`config.mk`:
```
export PLATFORM = sky130hd
export DESIGN_NAME = filtro_iir
export DESIGN_NICKNAME = d
export VERILOG_FILES = /design/src/rtl/filtro_iir.sv
export SDC_FILE = /design/constraint.sdc
export NUM_CORES = 1
export LEC_CHECK = 0
export ABC_AREA = 1
export CAP_MARGIN = 40
export CORE_MARGIN = 4
export CORE_UTILIZATION = 37
export CTS_CLUSTER_SIZE = 10
export DETAILED_ROUTE_END_ITERATION = 10
export GPL_TIMING_DRIVEN = 0
export SYNTH_ARGS = -nofsm -noshare
export SYNTH_HDL_FRONTEND = slang
export SYNTH_SLANG_ARGS = --single-unit
```
`constraint.sdc`:
```
create_clock -name clk -period 9.1 [get_ports clk]
set_clock_uncertainty 0.2 [all_clocks]
set_input_delay 1.82 -clock clk [delete_from_list [all_inputs] [get_ports clk]]
set_output_delay 1.82 -clock clk [all_outputs]
set_load 0.01 [all_outputs]
```
`src/rtl/filtro_iir.sv`:
```
// Biquad IIR filter: one shared multiplier, five MAC cycles per sample.
// Saturated output with a one-cycle valid strobe.
module filtro_iir #(
  parameter int cant_bits = 25,
  parameter int FRAC      = 16,
  parameter logic signed [cant_bits-1:0] B0 = cant_bits'(1) << FRAC,
  parameter logic signed [cant_bits-1:0] B1 = '0,
  parameter logic signed [cant_bits-1:0] B2 = '0,
  parameter logic signed [cant_bits-1:0] A1 = '0,
  parameter logic signed [cant_bits-1:0] A2 = '0
) (
  input  logic                 clk,
  input  logic                 rst,
  input  logic [cant_bits-1:0] dato_in,
  input  logic                 en,
  output logic [cant_bits-1:0] dato_out,
  output logic                 valid,
  output logic                 busy,
  output logic                 overrun
);

  localparam int W  = cant_bits;
  localparam int AW = 2 * cant_bits + 3;
  localparam logic signed [AW-1:0] MAXV =
    {{(AW-W+1){1'b0}}, {(W-1){1'b1}}};
  localparam logic signed [AW-1:0] MINV =
    {{(AW-W+1){1'b1}}, {(W-1){1'b0}}};

  typedef enum logic [1:0] {
    IDLE = 2'd0,
    MAC  = 2'd1,
    DONE = 2'd2
  } state_t;

  state_t state, state_nx;

  logic [2:0]            k;
  logic signed [W-1:0]   x, x1, x2, y1, y2;
  logic signed [W-1:0]   coef, opnd;
  logic signed [2*W-1:0] prod;
  logic signed [AW-1:0]  prod_ext, acc, shifted;
  logic signed [W-1:0]   y_sat;

  always_ff @(posedge clk) begin
    if (rst) state <= IDLE;
    else     state <= state_nx;
  end

  always_comb begin
    state_nx = state;
    unique case (state)
      IDLE:    if (en) state_nx = MAC;
      MAC:     if (k == 3'd4) state_nx = DONE;
      DONE:    state_nx = IDLE;
      default: state_nx = IDLE;
    endcase
  end

  always_comb begin
    busy = (state != IDLE);
  end

  // tap select: k = 0..4 -> B0*x, B1*x1, B2*x2, A1*y1, A2*y2
  always_comb begin
    coef = '0;
    opnd = '0;
    case (k)
      3'd0: begin coef = B0; opnd = x;  end
      3'd1: begin coef = B1; opnd = x1; end
      3'd2: begin coef = B2; opnd = x2; end
      3'd3: begin coef = A1; opnd = y1; end
      3'd4: begin coef = A2; opnd = y2; end
      default: begin coef = '0; opnd = '0; end
    endcase
  end

  assign prod     = coef * opnd;
  assign prod_ext = {{3{prod[2*W-1]}}, prod};
  assign shifted  = acc >>> FRAC;

  always_comb begin
    if (shifted > MAXV)      y_sat = MAXV[W-1:0];
    else if (shifted < MINV) y_sat = MINV[W-1:0];
    else                     y_sat = shifted[W-1:0];
  end

  always_ff @(posedge clk) begin
    if (rst) begin
      k        <= '0;
      x        <= '0;
      x1       <= '0;
      x2       <= '0;
      y1       <= '0;
      y2       <= '0;
      acc      <= '0;
      dato_out <= '0;
      valid    <= 1'b0;
    end else begin
      valid <= 1'b0;
      unique case (state)
        IDLE: begin
          if (en) begin
            x   <= dato_in;
            acc <= '0;
            k   <= '0;
          end
        end
        MAC: begin
          // feedback taps are subtracted
          if (k >= 3'd3) acc <= acc - prod_ext;
          else           acc <= acc + prod_ext;
          k <= k + 3'd1;
        end
        DONE: begin
          dato_out <= y_sat;
          valid    <= 1'b1;
          x2       <= x1;
          x1       <= x;
          y2       <= y1;
          y1       <= y_sat;
        end
        default: ;
      endcase
    end
  end

  always_ff @(posedge clk) begin
    if (rst)                     overrun <= 1'b0;
    else if (en && state != IDLE) overrun <= 1'b1;
  end

endmodule
```
==> impl_metrics.env <==
export IMPL_outcome="complete, no violations"
export IMPL_clock_power_share_pct=37.4
export IMPL_grt_pass1_wl_um=56300
export IMPL_max_slew_worst_pin_slew_ps=769
export IMPL_cts_buffers_inserted=17
export IMPL_placeableCoreArea_sq_um=26200
export IMPL_globalRouteTotalUtil_pct=24.7
export IMPL_synth_cell_area_sq_um=9900
export IMPL_detailedRoute_firstIterationViolations=1010
export IMPL_cts_repair_resize_count=0
export IMPL_power_switching_uw=783
export IMPL_ys_seq_area_share_pct=33.0
export IMPL_ioPinCount=56
export IMPL_tns_ps=0
export IMPL_cellPowerDensity_nw_per_um2=180
export IMPL_main_combinational_cell_family_by_area_after_synthesis="simple AND/OR/NAND/NOR gates"
export IMPL_critical_path_required_ps=9200
export IMPL_post_synthesis_mean_instance_area_sq_um=6.25
export IMPL_number_of_synthesized_register_bits=163
export IMPL_initial_core_util_pct=37.8
export IMPL_layout_core_utilization_pct=43.9
export IMPL_drc=0
export IMPL_power_share_combinational_pct=25.7
export IMPL_synth_compound_gate_area_share_pct=20.6
export IMPL_period_share_pct=66.2
export IMPL_crit_path_end_kind="flip-flop"
export IMPL_worst_hold_path_type="flip-flop to flip-flop"
export IMPL_routed_wirelength_um=36300
export IMPL_post_drt_via_cell_ratio=5.36
export IMPL_synth_simple_gate_area_share_pct=30.3
export IMPL_setup_violations_final=0
export IMPL_num_antenna_cells=0
export IMPL_finalHoldViolCount=0
export IMPL_final_period_minus_worst_setup_slack_ps=6030
export IMPL_timing_fmax_mhz=166
export IMPL_detail_route_antenna_nets=0
export IMPL_arrival_ps=6120
export IMPL_yosys_cell_types_count=38
export IMPL_clock_root_buffer="sky130_fd_sc_hd__clkbuf_16"
export IMPL_grt_start_max_net_pins=21
export IMPL_grt_setup_unrepaired="false"
export IMPL_cts_path_max_buffers=2
export IMPL_layout_cells_most_common="sky130_fd_sc_hd__nand2_1"
export IMPL_cts_tree="built"
export IMPL_ys_warnings_count=0
export IMPL_worst_slew_margin_rel_pct=48.7
export IMPL_dieArea_sq_um=29400
export IMPL_routed_wire_length_per_instance_um=18.1
export IMPL_globalRouteOverflowTotal=0
export IMPL_die_height_um=172
export IMPL_clk_insertion_delay_late_ps=450
export IMPL_internal_power_mw=1.29
export IMPL_timing_max_transition_violations_final=0
export IMPL_grt_antenna_before_repair=0
export IMPL_number_of_core_rows=59
export IMPL_share_seq_of_total_power_pct=36.9
export IMPL_post_cts_hold_buffer_count=0
export IMPL_swShare_pct=37.9
export IMPL_synth_xor_xnor_area_share_pct=1.95
export IMPL_synthMuxAreaShare_pct=0
export IMPL_place_gp_congestion=0.995
export IMPL_slowest_delay_ps=550
export IMPL_critical_path_startpoint_type="flip-flop"
export IMPL_first_global_vias=10200
export IMPL_synthToLayoutAreaGrowth_pct=16.3
export IMPL_path_class="flip-flop to flip-flop"
export IMPL_maxCapViolCount=0
export IMPL_cts_htree_levels=4
export IMPL_worstPathMaxFanout=10
export IMPL_crit_path_top_delay_cell="sky130_fd_sc_hd__clkbuf_1"
export IMPL_vdd_ir_drop_max_v=0.000120
export IMPL_cts_repair_timing_setup_buffer_count=0
export IMPL_drive_gt1_share_pct=3.52
export IMPL_cts_clk_slew_worst_paths_ps=80
export IMPL_portBuffers=54
export IMPL_die_width_um=172
export IMPL_yosys_area_share_adder_pct=5.31
export IMPL_final_fill_count=2850
export IMPL_power_leakage_nw=4.74
export IMPL_drt_pre_antenna_iters=5
export IMPL_syn_inst=1585
export IMPL_mostFrequentLayoutCells="sky130_fd_sc_hd__nand2_1, sky130_fd_sc_hd__nor2_1, sky130_fd_sc_hd__o21ai_0, sky130_fd_sc_hd__a21oi_1, sky130_fd_sc_hd__dfxtp_1"
export IMPL_half_perimeter_wire_length_after_detailed_placement_um=28900
export IMPL_power_total_mw=2.07
export IMPL_clock_net_sink_count=163
export IMPL_detailroute_via_count=10800
export IMPL_final_nets=1732
export IMPL_syn_num_nets=1655
[cell usage after synthesis (all sizes together)]
cell type,number,area (sq um)
nand2,321,1210
nor2,273,1040
o21ai,206,1040
a21oi,164,821
dfxtp,163,3260
inv,158,593
nand3,88,440
clkbuf,57,214
ha,42,526
nand4,22,144
xor2,19,166
nor3,13,65.1
buf,11,58.8
a31oi,8,50.1
clkinv,6,22.5
nor4,6,37.5
and3,3,18.8
nand3b,3,22.5
o21bai,3,22.5
o22ai,3,18.8
xnor2,3,26.3
a21boi,2,15.0
a21o,2,15.0
o21a,2,15.0
o31ai,2,15.0
or2,2,12.5
a211oi,1,7.51
a221oi,1,8.76
o211ai,1,7.51
[flip-flops by register name, summed over array words and instances (netlist names)]
register  count
k             3
y1           25
overrun       1
x1           25
y2            8
x            25
x2           25
state         2
valid         1
acc          48
[metrics by stage]
step | std cells | hold slack, ps | instance area (sq um) | setup WS (ps)
2_1_floorplan | 1585 | 225 | 9900 | 4860
3_3_place_gp | 1974 | 233 | 10900 | 3210
3_5_place_dp | 1978 | 245 | 10900 | 3170
4_1_cts | 2010 | 257 | 11500 | 3180
5_1_grt | 2010 | 279 | 11500 | 2400
6_report | 2010 | 257 | 11500 | 3070
[cell families (layout without fill, tap and decap cells)]
logic type               count (synthesis)  after routing
AO/OA/AOI/OAI                          395            395
XOR/XNOR                                22             22
adder cells (fa/ha/maj)                 42             42
buffers and inverters                  232            322
flip-flops                             163            163
AND/OR/NAND/NOR                        731            731
[worst max-delay path: cells and delay by family (launching register included)]
family	cells	cell delay, ps
AND/OR/NAND/NOR	17	2330
flip-flops	1	420
buffers and inverters	8	1770
AO/OA/AOI/OAI	3	400
adder cells (fa/ha/maj)	3	740
[worst paths after layout]
path                                     startpoint  slack, ps  cells past startpoint                    to
worst min register to register  y2[12]$_SDFFE_PP0P_        260                      2   y2[12]$_SDFFE_PP0P_
worst max register to register    k[2]$_SDFFE_PP0P_       3070                     31  acc[50]$_SDFFE_PP0P_
worst min-delay path            y2[12]$_SDFFE_PP0P_        260                      2   y2[12]$_SDFFE_PP0P_
worst max-delay path              k[2]$_SDFFE_PP0P_       3070                     31  acc[50]$_SDFFE_PP0P_
[area by class of cell]
class,instances,area [sq um],area share (%)
multi-input combinational,1190,5750,49.9
sequential,163,3260,28.3
inverter,164,616,5.35
timing repair buffer,58,569,4.94
clock buffer,17,425,3.69
tap,335,419,3.64
buffer,68,273,2.37
clock inverter,15,201,1.75
[per-layer routing]
metal	track usage, %	vias to the layer above	wire length (um)
met5	0	-	0
met4	7.41	0	1050
met3	5.22	59	2830
met2	37.1	338	15000
met1	35.6	5032	17400
li1	-	5350	-
[power groups by stage]
| stage | clock network (mW) | registers, mW | logic (mW) |
|---|---|---|---|
| final | 0.773 | 0.764 | 0.532 |
| after global placement | 0 | 0.780 | 0.513 |
| after CTS | 0.778 | 0.763 | 0.522 |
| after detailed placement | 0 | 0.780 | 0.517 |
| after global routing | 0.807 | 0.767 | 0.594 |
| after floorplan | 0 | 0.771 | 0.366 |
Note: power is estimated with default switching activity, not from simulation.
